$ cat src/rtl/home_cell_pos_reader.sv
// Sweeps the home-cell position memory twice (phase 0, then phase 1), stalling on any
// filter back-pressure, and emits per-beat sideband flags aligned with the memory data.
module home_cell_pos_reader #(
    parameter int NUM_FILTER = 7,
    parameter int ADDR_W     = 7
) (
    input  logic                      clk,
    input  logic                      rst,
    input  logic                      start,
    input  logic [ADDR_W-1:0]         home_particle_num,
    input  logic [ADDR_W-1:0]         ref_particle_id,
    input  logic [NUM_FILTER-1:0]     back_pressure,
    output logic [ADDR_W-1:0]         rd_addr,
    output logic                      rd_en,
    output logic                      phase,
    output logic                      pause_reading,
    output logic                      ref_particle_read,
    output logic [2*NUM_FILTER-1:0]   broadcast_done,
    output logic                      busy,
    output logic                      done
);

    localparam int NB = 2 * NUM_FILTER;

    typedef enum logic [1:0] {IDLE, PH0, PH1, DRAIN} state_t;

    state_t            state, state_next;
    logic [ADDR_W-1:0] n_q, r_q, addr_next;
    logic              last_addr, busy_next, done_next;
    logic [NB-1:0]     bd_next;

    always_comb begin
        state_next = state;
        addr_next  = rd_addr;
        rd_en      = 1'b0;
        busy_next  = 1'b0;
        done_next  = 1'b0;
        last_addr  = (rd_addr == n_q - ADDR_W'(1));
        case (state)
            IDLE: begin
                if (start) begin
                    busy_next = 1'b1;
                    if (home_particle_num != '0) state_next = PH0;
                    else                         done_next  = 1'b1;
                end
            end
            PH0, PH1: begin
                busy_next = 1'b1;
                rd_en     = ~|back_pressure;
                if (rd_en) begin
                    if (last_addr) begin
                        addr_next  = '0;
                        state_next = (state == PH0) ? PH1 : DRAIN;
                    end else begin
                        addr_next = rd_addr + ADDR_W'(1);
                    end
                end
            end
            DRAIN: begin
                done_next  = 1'b1;
                state_next = IDLE;
            end
            default: state_next = IDLE;
        endcase

        // Each phase clears the done flags of its own seven neighbour cells.
        if (!rd_en)            bd_next = '1;
        else if (state == PH1) bd_next = {{NUM_FILTER{1'b0}}, {NUM_FILTER{1'b1}}};
        else                   bd_next = {{NUM_FILTER{1'b1}}, {NUM_FILTER{1'b0}}};
    end

    always_ff @(posedge clk) begin
        if (rst) begin
            state             <= IDLE;
            rd_addr           <= '0;
            n_q               <= '0;
            r_q               <= '0;
            phase             <= 1'b0;
            pause_reading     <= 1'b1;
            ref_particle_read <= 1'b0;
            broadcast_done    <= '1;
            busy              <= 1'b0;
            done              <= 1'b0;
        end else begin
            state   <= state_next;
            rd_addr <= addr_next;
            if (state == IDLE && start) begin
                n_q <= home_particle_num;
                r_q <= ref_particle_id;
            end
            phase             <= (state == PH1);
            pause_reading     <= ~rd_en;
            ref_particle_read <= rd_en && (rd_addr > r_q);
            broadcast_done    <= bd_next;
            busy              <= busy_next;
            done              <= done_next;
        end
    end

endmodule

$ cat config.mk
export PLATFORM = sky130hd
export DESIGN_NAME = home_cell_pos_reader
export DESIGN_NICKNAME = d
export VERILOG_FILES = /design/src/rtl/home_cell_pos_reader.sv
export SDC_FILE = /design/constraint.sdc
export NUM_CORES = 1
export LEC_CHECK = 0
export ABC_AREA = 1
export BUFFER_PORTS_ARGS = -buffer_cell sky130_fd_sc_hd__clkbuf_2
export CAP_MARGIN = 0
export CORE_MARGIN = 2
export CORE_UTILIZATION = 45
export DETAILED_ROUTE_END_ITERATION = 10
export GPL_TIMING_DRIVEN = 0
export MAX_ROUTING_LAYER = met4
export PLACE_DENSITY = 0.72
export SYNTH_ARGS = -nofsm -noshare
export SYNTH_HDL_FRONTEND = slang
export SYNTH_SLANG_ARGS = --single-unit
$ cat constraint.sdc
create_clock -name clk -period 3.2 [get_ports clk]
set_clock_uncertainty 0.15 [all_clocks]
set_input_delay 0.48 -clock clk [delete_from_list [all_inputs] [get_ports clk]]
set_output_delay 0.48 -clock clk [all_outputs]
set_load 0.02 [all_outputs]
# --- Word level (Yosys, flattened, before mapping) ---
# Index checks and enable logic that the tools add are counted.
totals:
  output_inout_bits: 27
  input_bits: 24
  elab_cells: 47
  register_bits: 42
op_classes:
  add_sub_neg: 2
  n_bitwise: 2
  reduce_logical: 10
  n_lt_le_gt_ge: 1
  n_mux: 14
  n_eq_ne: 8
ops:
  columns: ["operator", "count"]
  rows:
  - ["$mux 14", 1]
  - ["$mux 2", 4]
  - ["$ne 2x2->1 const B", 4]
  - ["$add 7x1->7 const B", 1]
  - ["$eq 7x7->1", 1]
  - ["$gt 7x7->1", 1]
  - ["$mux 7", 1]
  - ["$reduce_bool 7->1", 1]
  - ["$reduce_or 7->1", 1]
  - ["$sub 7x1->7 const B", 1]
  - ["$pmux 2 s3", 1]
  - ["$mux 1", 5]
  - ["$eq 2x2->1 const B", 2]
  - ["$pmux 1 s2", 2]
  - ["$reduce_and 4->1", 1]
  - ["$reduce_or 2->1", 2]
  - ["$eq 2x1->1 const B", 1]
  - ["$logic_and 1x1->1", 2]
  - ["$logic_not 2->1", 1]
  - ["$not 1->1", 2]
  - ["$reduce_and 2->1", 1]
  - ["$logic_not 1->1", 1]

# --- Logic depth before layout (Yosys ltp) ---
# Gate-level depths: netlist (run 1).
logic_depth:
  depth_word: 5
  depth_mapped: 14
  ltp_nobuf: 14

# --- Worst setup path after synthesis (run 1) ---
# OpenSTA, ideal clock, no wires.
synth_path:
  path_type: "register to register"
  startpoint: "reg n_q[0]"
  endpoint: "reg rd_addr[6]"
  setup_slack_ps: 1443
  required_ps: 2931
  period_less_slack_ps: 1757
  stages_incl_launch_ff: 15
  n_path_buf: 0
  setup_ps: 119
  arrival_ps: 1488
  cell_sequence: "dfxtp_1 -> inv_2 -> ha_1 -> nand2_1 -> inv_1 -> nor2_1 -> nand2_1 -> nor2_1 -> nand2_1 -> nor2_2 -> nand3_2 -> nor2_2 -> inv_2 -> nand2_1 -> nor3_2"
synth_between:
  elab_chain_len: 3
synth_rtl:
  columns: ["element", "line", "rtl"]
  rows:
  - ["start: declaration", "28", "logic [ADDR_W-1:0] n_q, r_q, addr_next;"]
  - ["start signal: assignment", "88", "n_q <= home_particle_num;"]
  - ["$sub 7x1->7", "38", "last_addr = (rd_addr == n_q - ADDR_W'(1));"]
  - ["$eq 7x7->1", "38", null]
  - ["$mux 7", "51", "if (last_addr) begin"]
  - ["end signal: assignment", "86", "rd_addr <= addr_next;"]
  - ["end: declaration", "13", "output logic [ADDR_W-1:0] rd_addr,"]
# No other way between the ends.
# A chain may end at the register's enable or synchronous reset.

# --- Worst setup path after layout (run 1) ---
layout_path:
  startpoint: "reg state[0]"
  endpoint: "out rd_en"
layout_between:
  elab_chain_len: 3
  word_cells_on_any_way: 4
  cone_classes: "2 x eq/ne; 1 x mux; 1 x reduce/logical"
layout_rtl:
  columns: ["element", "line", "rtl"]
  rows:
  - ["start: declaration", "27", "state_t state, state_next;"]
  - ["start signal: assignment", "85", "state <= state_next;"]
  - ["$eq 2x1->1 / $eq 2x2->1 (equally long branches)", "39", "case (state)"]
  - ["$reduce_or 2->1 *", "39", null]
  - ["$mux 1 *", "39", null]
  - ["end: declaration", "14", "output logic rd_en,"]
# Mark *: on every way between the ends. The rest lies on a longest branch, timed or not.

==> results of run 1 <==
registers in the layout (all words and copies together) (netlist names):
name and flops:
ref_particle_read 1, broadcast_done 2, done 1, phase 1, n_q 7, pause_reading 1, busy 1, r_q 7
state 2, rd_addr 7
per-layer routing:
layer / up-vias / GRT usage / part of all wire
li1: 896 / - / -
met3: 7 / 0.0545 / 0.041
met1: 747 / 0.248 / 0.49
met4: 0 / 0.0663 / 0.012
met5: - / - / 0
met2: 32 / 0.333 / 0.46
worst min-delay path, cell delays in order:
cell and delay (ns):
clkbuf_2 0.08, o21ai_0 0.07, nor2_1 0.07
final cells by class:
| type | instances | area, um2 |
|---|---|---|
| buffer | 16 | 105 |
| clock buffer | 7 | 86.3 |
| clock inverter | 1 | 5.00 |
| fill | 382 | 1540 |
| inverter | 42 | 158 |
| multi-input combinational | 160 | 888 |
| sequential | 30 | 601 |
| tap | 48 | 60.1 |
| timing repair buffer | 50 | 250 |
cell usage after synthesis:
cell,n
a21oi_2,1
nor2_1,21
o211ai_1,2
o21ai_0,21
ha_1,13
and3_1,1
nand4_1,4
nor4_1,1
nor2_2,6
nand3_2,3
dfxtp_1,30
nand3_1,12
nand2_2,1
nor3_2,1
nor3_1,2
nand2_1,44
inv_1,36
clkbuf_1,4
inv_2,6
o21ai_2,1
a21oi_1,19
xor2_1,4
o21ai_1,1
buf_4,12
xnor2_1,2
metrics by stage:
stage                     instances  setup slack (ns)   util  area (um2)  power, W
after floorplan                 248              1.44      -        1750  0.000560
after global placement          346              1.25  0.559        2060  0.000610
after detailed placement        346              1.23  0.559        2060  0.000613
after CTS                       354              1.05  0.584        2150  0.000931
after global routing            354             0.946  0.584        2150  0.000985
final                           354              1.06  0.584        2150  0.000924
power by group:
part / leakage (nW) / switching [W] / internal, W
Clock: 0.0482 / 0.000146 / 0.000173
Combinational: 0.786 / 0.000119 / 0.0000731
Sequential: 0.246 / 0.0000144 / 0.000398
worst max path at each step:
stage	endpoint	slack (ns)	depth (start not counted)
global route	rd_en	0.95	5
global placement	state[0]$_SDFFE_PP0P_	1.25	8
CTS	rd_en	1.05	5
finish	rd_en	1.06	5
floorplan	rd_addr[6]$_SDFFE_PP0P_	1.44	14
detailed placement	rd_addr[4]$_SDFFE_PP0P_	1.23	14
cells by family (layout without fill, tap and decap cells):
family          count (synthesis)  in the layout
flops                          30             30
simple gates                   96             96
buf+inv                        58            116
compound gates                 45             45
fa+ha+maj                      13             13
xor+xnor                        6              6
==> results.ini, run 1 <==
[clocking]
clockBufferDepth=2
h-tree-depth=2
clock_latency_ns=0.28
cts_inserted_buffers=5
cts_resized=0
cts_tree=done
clk_root_buffer_cell=clkbuf_8
clk_pin_slew_worst_paths_ns=0.07
postCtsHoldBufs=0
cts.sinks=30
cts_setup_buffers=0

[synth]
synth_area_leaders=dfxtp_1 34%, nand2_1 9.4%, ha_1 9.3%
synth-compound-area-share=0.136
synth_top_family_by_area=simple AND/OR/NAND/NOR gates
synthAdderAreaFrac=0.0929
synth-seq-area-share=0.343
synth_nets=285
ys_ff_latch=30
syn_area_per_cell_um2=7.06
muxShareOfSynthArea=0
synth_cells=248
yosysTopAreaCellShare=0.343
syn_area_mm2=0.00175
synth_cell_type_count=25
synthSimpleGateAreaFrac=0.249
synth_warnings=0
synth_xor_area_frac=0.0300
synth_top_cell_by_area=dfxtp_1

[worst_setup_path]
crit_start=state[0]$_SDFFE_PP0P_
r2r_end=rd_addr[4]$_SDFFE_PP0P_
path_max_fanout=6
timing.rr.start=n_q[0]$_SDFFE_PP0P_
r2r_slack_ns=1.23
critPathTopFamily=flip-flops
worstPathRequired_ns=2.57
worst_setup_path_end_kind=primary output
cp_slowest_cell=dfxtp_1
slowest_delay_ns=0.38
reg2regPathDepth=14
path_class=reg2out
critPathBufInv=3
critPathLaunchType=register
critPathArrivalTime_ns=1.51
crit_path_cell_trace=inv_1 > ha_1 > nand2_2 > inv_2 > clkbuf_2

[drt]
drt_iter0_drc=106
wire_per_inst_um=11.0
vias_per_cell=4.75
drt_pre_antenna_iters=4
num_vias=1682
antenna_left=0
wirelength_mm=3.91
drc=0

[finish]
layout_commonest_cell=clkbuf_2
layout_common_cells=50 x clkbuf_2, 44 x nand2_1, 36 x inv_1, 30 x dfxtp_1
fin_nets=342
diodes=0
area_growth_pct=22.9
layout-drive-gt1-share=0.288

[timing]
fmax_ghz=0.468
fin_crit_ns=2.14
setup_viol=0
setup_tns_ns=0
relSlewSlack=0.525
finalCritPeriodShare=0.668
timing.final.max_slew_violations=0
tightestPinTransition_ns=0.706
hold_viol=0
worst_hold_slack_ns=0.304
rsz0062_at_grt=no

[pwr]
powerDensity_mw_per_mm2=429
peakVddDrop_mv=0.307
power_leakage_nw=1.08

[outcome]
status=finished, final reports clean

[worst_hold_path]
whs_path_depth=3
holdPathEnd=r_q[0]$_SDFFE_PP0P_
hp-class=in2reg
holdCritStartpoint=ref_particle_id[0]

[global_route]
grt_pass1_wl_mm=6.60
grt_max_degree=11
antenna_found_initial=0
grt_util_all_layers=0.205
grt_pass1_vias=1539
grt_remaining_overflow=0

[floorplan]
rows=22
core_area_mm2=0.00369
start_util=0.475
pin_count=51
fp.dieH_um=66.4
die-area_mm2=0.00441
die_x_um=66.4

[place]
io_buffers=50
place.gp.congestion=0.873
dpl.hpwl_mm=3.13

[run]
drv_cap=0

No activity file was read; power rests on OpenSTA's default activity.
==> inputs of run 2 (changes only) <==
--- a/config.mk
+++ b/config.mk
@@ -5,7 +5,7 @@
 export SDC_FILE = /design/constraint.sdc
 export NUM_CORES = 1
 export LEC_CHECK = 0
-export ABC_AREA = 1
+export ABC_AREA = 0
 export BUFFER_PORTS_ARGS = -buffer_cell sky130_fd_sc_hd__clkbuf_2
 export CAP_MARGIN = 0
 export CORE_MARGIN = 2
@@ -13,7 +13,7 @@
 export DETAILED_ROUTE_END_ITERATION = 10
 export GPL_TIMING_DRIVEN = 0
 export MAX_ROUTING_LAYER = met4
-export PLACE_DENSITY = 0.72
+export PLACE_DENSITY = 0.71
 export SYNTH_ARGS = -nofsm -noshare
 export SYNTH_HDL_FRONTEND = slang
 export SYNTH_SLANG_ARGS = --single-unit
==> constraint.sdc (replaced) <==
create_clock -name clk -period 1.97 [get_ports clk]
set_clock_uncertainty 0.15 [all_clocks]
set_input_delay 0.2955 -clock clk [delete_from_list [all_inputs] [get_ports clk]]
set_output_delay 0.2955 -clock clk [all_outputs]
set_load 0.02 [all_outputs]
==> run 2 against run 1 <==
  * The run now ends with negative setup slack left
  * Highest routed layer unchanged
  * Clock power increased by 60%
  * Critical endpoint unchanged
  * Routed wire length rose by 11%
  * Non-clock buffer count is 17 higher
  * Synthesized cell count decreased by 13%
  * Critical path depth up 2
  * Sequential share of layout area shrank 3.0 points
==> results.ini, run 2 <==
[finish]
layout_commonest_cell=clkbuf_2
diodes=0  ; unchanged
stdcell_area_mm2=0.00245  ; +14%
fin_nets=321  ; -6.1%
layout_common_cells=50 x clkbuf_2, 31 x nand2_1, 27 x dfxtp_1, 24 x buf_4, 18 x a21oi_1
layout-drive-gt1-share=0.389  ; +0.102
area_growth_pct=32.1
finalNonFillerCells=335  ; -5.4%
final_core_util=0.617  ; +0.0334
top_regs=n_q (7), r_q (7), rd_addr (7)

[outcome]
status=finished with violations
violations=negative setup slack

[drt]
vias_per_cell=5.08  ; +6.9%
wire_per_inst_um=12.9  ; +17%
drt_pre_antenna_iters=4  ; unchanged
wirelength_mm=4.33  ; +11%
antenna_left=0  ; unchanged
drt_iter0_drc=61  ; -42%
num_vias=1702  ; +1.2%
drc=0  ; unchanged

[worst_setup_path]
path_class=in2out
worst_setup_path_end_kind=primary output
cp_common_cell=or4_4
critPathTopFamily=simple AND/OR/NAND/NOR gates
crit_path_cell_trace=clkbuf_2 > or4_4 > or4_4 > or2_4 > clkinv_4 > buf_8 > clkbuf_8
critPathLaunchType=input port
worstPathRequired_ns=1.52  ; -1.05 ns
cp_slowest_cell=or4_4
path_max_fanout=2  ; -4
critPathBufInv=4  ; +1
critPathArrivalTime_ns=1.84  ; +0.33 ns
slowest_delay_ns=0.51  ; +0.13 ns

[floorplan]
die_x_um=68.2  ; +2.7%
fp.dieH_um=68.2  ; +2.7%
die-area_mm2=0.00465  ; +5.6%
rows=23  ; +4.5%
start_util=0.467  ; -0.00766
core_area_mm2=0.00397  ; +7.7%
pin_count=51  ; unchanged

[place]
place.gp.congestion=0.881  ; +0.89%
io_buffers=49  ; -2.0%
dpl.hpwl_mm=3.14  ; +0.35%
place_inst=316  ; -8.7%
placed_area_mm2=0.00218  ; +5.9%

[clocking]
clk_root_buffer_cell=clkbuf_8
cts_inserted_buffers=5  ; unchanged
cts.sinks=30  ; unchanged
clock_latency_ns=0.28  ; about the same
h-tree-depth=2  ; unchanged
clk_pin_slew_worst_paths_ns=0.06  ; about the same
clockBufferDepth=2  ; unchanged
cts_tree=done

[synth]
yosysTopAreaCellShare=0.324  ; -0.0192
synth_edf_count=0  ; unchanged
synth-seq-area-share=0.324  ; -0.0192
synth_warnings=0  ; unchanged
synth_nets=254  ; -11%
yosys-top-cells-count=32 x nand2_1, 30 x dfxtp_1, 18 x a21oi_1, 15 x inv_1, 13 x ha_1
synth_cell_type_count=51  ; +100%
yosys.cell_count.top_type=nand2_1
synthFlopType=dfxtp_1
synth_top_cell_by_area=dfxtp_1
async_reset_ff_frac=0  ; unchanged
syn_area_per_cell_um2=8.55  ; +21%
ys_ff_latch=30  ; unchanged
synth_cells=217  ; -13%
synth_area_leaders=dfxtp_1 32%, ha_1 8.8%, nand2_1 6.5%
syn_area_mm2=0.00186  ; +5.9%

[timing]
relSlewSlack=0.625  ; +0.100
finalCritPeriodShare=1.16
timing.final.max_slew_violations=0  ; unchanged
fin_crit_ns=2.29
setup_tns_ns=-2.50  ; -2.50 ns
rsz0062_at_grt=yes
tightestPinTransition_ns=0.562  ; -0.144 ns
fin_ws_ns=-0.315  ; -1.38 ns
fmax_ghz=0.438
setup_viol=12  ; +12
hold_viol=0  ; unchanged
worst_hold_slack_ns=0.0733  ; -0.230 ns

[pwr]
peakVddDrop_mv=0.350  ; +14%
powerDensity_mw_per_mm2=588  ; +37%
power_leakage_nw=1.09  ; +1.4%

[worst_hold_path]
hp-class=in2reg

[global_route]
antenna_found_initial=0  ; unchanged
grt_pass1_wl_mm=6.87  ; +4.1%
grt_max_degree=11  ; unchanged
grt_pass1_vias=1512  ; -1.8%
grt_util_all_layers=0.208  ; +0.00252
grt_remaining_overflow=0  ; unchanged

[run]
drv_cap=0  ; unchanged

==> run 2: changes by cell type after synthesis, sizes merged, moves of 4 or more <==
cell and change:
a211oi +4, clkbuf +4, inv -27, nand2 -13
nand3 -10, nor2 -24, nor3 +6, o21ai -19
xor2 +6
==> run 2: layer usage <==
metal,routed length (um),track usage
met1,1870,0.241
met5,0,-
met2,2190,0.343
met3,183,0.0559
met4,80,0.0750
==> run 2: final timing paths <==
path                                     startpoint  depth (start not counted)  slack (ns)                      end
worst max-delay path               back_pressure[0]                          7       -0.32                    rd_en
worst min-delay path             ref_particle_id[5]                          3        0.07      r_q[5]$_SDFFE_PP0P_
worst max register to register  n_q[0]$_SDFFE_PP0P_                          6       -0.30  rd_addr[5]$_SDFFE_PP0P_
worst min register to register  r_q[3]$_SDFFE_PP0P_                          2        0.30      r_q[3]$_SDFFE_PP0P_
==> run 2: power by group <==
| group | switching [W] | leakage [nW] | internal (W) |
|---|---|---|---|
| Combinational | 0.000148 | 0.801 | 0.000129 |
| Clock | 0.000232 | 0.0482 | 0.000281 |
| Sequential | 0.0000214 | 0.246 | 0.000629 |
| Total | 0.000402 | 1.09 | 0.00104 |
==> run 2: worst min-delay path: cells and delay by family <==
| kind | cells | cell delay [ns] |
|---|---|---|
| compound gates | 1 | 0.05 |
| buf+inv | 1 | 0.08 |
| simple gates | 1 | 0.04 |
==> run 2: through the flow <==
step	setup WS [ns]	total power, W
floorplan	-0.312	0.000832
global placement	-0.464	0.000893
detailed placement	-0.495	0.000901
CTS	-0.332	0.00143
global route	-0.368	0.00152
finish	-0.315	0.00144
==> run 2: cell type report <==
cell class / count / area [um2]
buffer: 20 / 135
sequential: 30 / 609
clock inverter: 1 / 5.00
inverter: 16 / 65.1
clock buffer: 7 / 86.3
fill: 359 / 1520
tap: 50 / 62.6
multi-input combinational: 148 / 1120
timing repair buffer: 63 / 367
==> run 2: timing repair <==
item                       4_1_cts  5_1_grt
hold buffers                     0        0
pin swaps                        4        7
gates resized for setup         11       10
setup endpoints to repair       12       25
buffers inserted                10        4
==> run 2: cells by family (layout without fill, tap and decap cells) <==
group	Yosys count	count (layout)	share of synthesized area
AND/OR/NAND/NOR	73	73	0.210
multiplexers	3	3	0.0175
adder cells (fa/ha/maj)	13	13	0.0877
AO/OA/AOI/OAI	46	46	0.183
flip-flops	30	30	0.324
buffers and inverters	39	107	0.110
XOR/XNOR	13	13	0.0688
==> inputs of run 3 (changes only) <==
--- a/config.mk
+++ b/config.mk
@@ -12,7 +12,6 @@
 export CORE_UTILIZATION = 45
 export DETAILED_ROUTE_END_ITERATION = 10
 export GPL_TIMING_DRIVEN = 0
-export MAX_ROUTING_LAYER = met4
 export PLACE_DENSITY = 0.71
 export SYNTH_ARGS = -nofsm -noshare
 export SYNTH_HDL_FRONTEND = slang
==> run 3 against run 2 <==
  * Clock power is essentially flat
  * Sequential power is essentially flat
  * Combinational power about the same
  * The run still ends with negative setup slack left
  * Non-clock buffer count unchanged
  * Sequential share of layout area unchanged
==> results.ini, run 3 (synthesis results as in run 2) <==
[clocking]
clk_root_buffer_cell=clkbuf_8
cts_inserted_buffers=5  ; unchanged
postCtsHoldBufs=0  ; unchanged
clockBufferDepth=2  ; unchanged
clk_pin_slew_worst_paths_ns=0.06  ; about the same
h-tree-depth=2  ; unchanged
cts_tree=done
clock_latency_ns=0.28  ; about the same
cts.sinks=30  ; unchanged

[worst_setup_path]
reg2regPathDepth=6  ; unchanged
critPathLaunchType=input port
timing.rr.start=n_q[0]$_SDFFE_PP0P_
r2r_end=rd_addr[5]$_SDFFE_PP0P_
critPathArrivalTime_ns=1.84  ; about the same
path_class=in2out
worst_setup_path_end_kind=primary output
worstPathRequired_ns=1.52  ; about the same
path_max_fanout=2  ; unchanged
r2r_slack_ns=-0.30  ; about the same

[place]
place_ws_ns=-0.495  ; unchanged
place_inst=316  ; unchanged
io_buffers=49  ; unchanged
place.gp.congestion=0.867  ; -1.6%
dpl.hpwl_mm=3.14  ; unchanged
placed_area_mm2=0.00218  ; unchanged

[finish]
layout_commonest_cell=clkbuf_2
finalNonFillerCells=335  ; unchanged
area_growth_pct=32.1  ; unchanged
final_core_util=0.617  ; unchanged
stdcell_area_mm2=0.00245  ; unchanged
layout_common_cells=50 x clkbuf_2, 31 x nand2_1, 27 x dfxtp_1, 24 x buf_4, 18 x a21oi_1
layout-drive-gt1-share=0.389  ; unchanged
fin_nets=321  ; unchanged
diodes=0  ; unchanged
top_regs=n_q (7), r_q (7), rd_addr (7)

[drt]
drt_pre_antenna_iters=4  ; unchanged
vias_per_cell=5.08  ; about the same
wirelength_mm=4.34  ; +0.23%
wl_met1_mm=1.86  ; -0.32%
antenna_left=0  ; unchanged
drt_iter0_drc=55  ; -9.8%
wire_per_inst_um=12.9  ; +0.23%
dr_wl_met3_um=191  ; +4.4%
num_vias=1703  ; +0.059%
maxUsedRoutingLayer=met4
drc=0  ; unchanged
wl_met2_mm=2.20  ; +0.36%

[pwr]
power.share.combinational=0.193  ; about the same
powerDensity_mw_per_mm2=587  ; -0.17%
peakVddDrop_mv=0.342  ; -2.2%
switchingPower_w=0.000399  ; -0.61%
power_leakage_nw=1.09  ; unchanged
clock_power_share=0.355  ; about the same
internal-power_w=0.00104  ; about the same
seqPwrFrac=0.452  ; about the same
power_switching_share=0.278  ; -0.00123

[global_route]
antenna_found_initial=0  ; unchanged
grt_remaining_overflow=0  ; unchanged
grt_max_degree=11  ; unchanged
grt_pass1_vias=1514  ; +0.13%
grt_pass1_wl_mm=6.85  ; -0.20%
grt_util_all_layers=0.202  ; -0.00606

[timing]
fin_crit_ns=2.29  ; +0.00122 ns
finalCritPeriodShare=1.16  ; about the same
fin_ws_ns=-0.317  ; -0.00122 ns
hold_viol=0  ; unchanged
timing.final.max_slew_violations=0  ; unchanged
worst_hold_slack_ns=0.0731  ; -0.000263 ns
setup_viol=12  ; unchanged
rsz0062_at_grt=yes
tightestPinTransition_ns=0.563  ; +0.00109 ns
fmax_ghz=0.437  ; about the same
relSlewSlack=0.624  ; -0.000725

[worst_hold_path]
holdCritStartpoint=ref_particle_id[5]
hp-class=in2reg
whs_path_depth=3  ; unchanged
holdPathEnd=r_q[5]$_SDFFE_PP0P_

[floorplan]
die-area_mm2=0.00465  ; unchanged
rows=23  ; unchanged
core_area_mm2=0.00397  ; unchanged
fp.dieH_um=68.2  ; unchanged
die_x_um=68.2  ; unchanged
start_util=0.467  ; unchanged
pin_count=51  ; unchanged

[run]
drv_cap=0  ; unchanged

[outcome]
violations=negative setup slack
status=finished with violations

-- run 3: cell counts in the layout (fill, tap and decap cells not counted) --
Identical to the previous run, type by type.
-- run 3: metrics by stage --
step	power [W]	setup TNS, ns
after global routing	0.00152	-3.38
after global placement	0.000893	-4.92
final	0.00144	-2.53
after floorplan	0.000832	-2.60
after detailed placement	0.000901	-5.36
after CTS	0.00143	-2.34
-- run 3: routing by layer --
layer	vias to the layer above	GRT usage
met3	8	0.0559
met1	776	0.240
met4	0	0.0750
li1	883	-
met2	36	0.343
met5	-	0
-- run 3: power groups by stage --
stage	combinational [W]	clock, W	sequential [W]
floorplan	0.000174	0	0.000658
global placement	0.000234	0	0.000659
detailed placement	0.000240	0	0.000661
CTS	0.000257	0.000526	0.000649
global route	0.000306	0.000555	0.000654
finish	0.000277	0.000510	0.000651
-- run 3: worst max path at each step --
stage | start | end | cells past startpoint
after floorplan | back_pressure[0] | rd_addr[3]$_SDFFE_PP0P_ | 8
after global placement | n_q[0]$_SDFFE_PP0P_ | rd_addr[5]$_SDFFE_PP0P_ | 8
after detailed placement | n_q[0]$_SDFFE_PP0P_ | state[0]$_SDFFE_PP0P_ | 8
after CTS | back_pressure[0] | rd_en | 7
after global routing | back_pressure[0] | rd_addr[4]$_SDFFE_PP0P_ | 8
final | back_pressure[0] | rd_en | 7
-- run 3: worst max-delay path, stage by stage --
cell and delay (ns):
clkbuf_2 0.08, or4_4 0.51, or4_4 0.43, or2_4 0.26, clkinv_4 0.05, buf_8 0.08
clkbuf_8 0.13
-- run 3: area by class of cell --
type	count	area, um2
fill	359	1520
timing repair buffer	63	367
sequential	30	609
clock inverter	1	5.00
multi-input combinational	148	1120
tap	50	62.6
clock buffer	7	86.3
inverter	16	65.1
buffer	20	135
-- run 3: timing repair --
item | CTS | global route
endpoints found under the setup margin | 12 | 24
cloned | 0 | 0
resized for setup | 11 | 10
pin swaps | 4 | 7
buffers inserted | 10 | 4
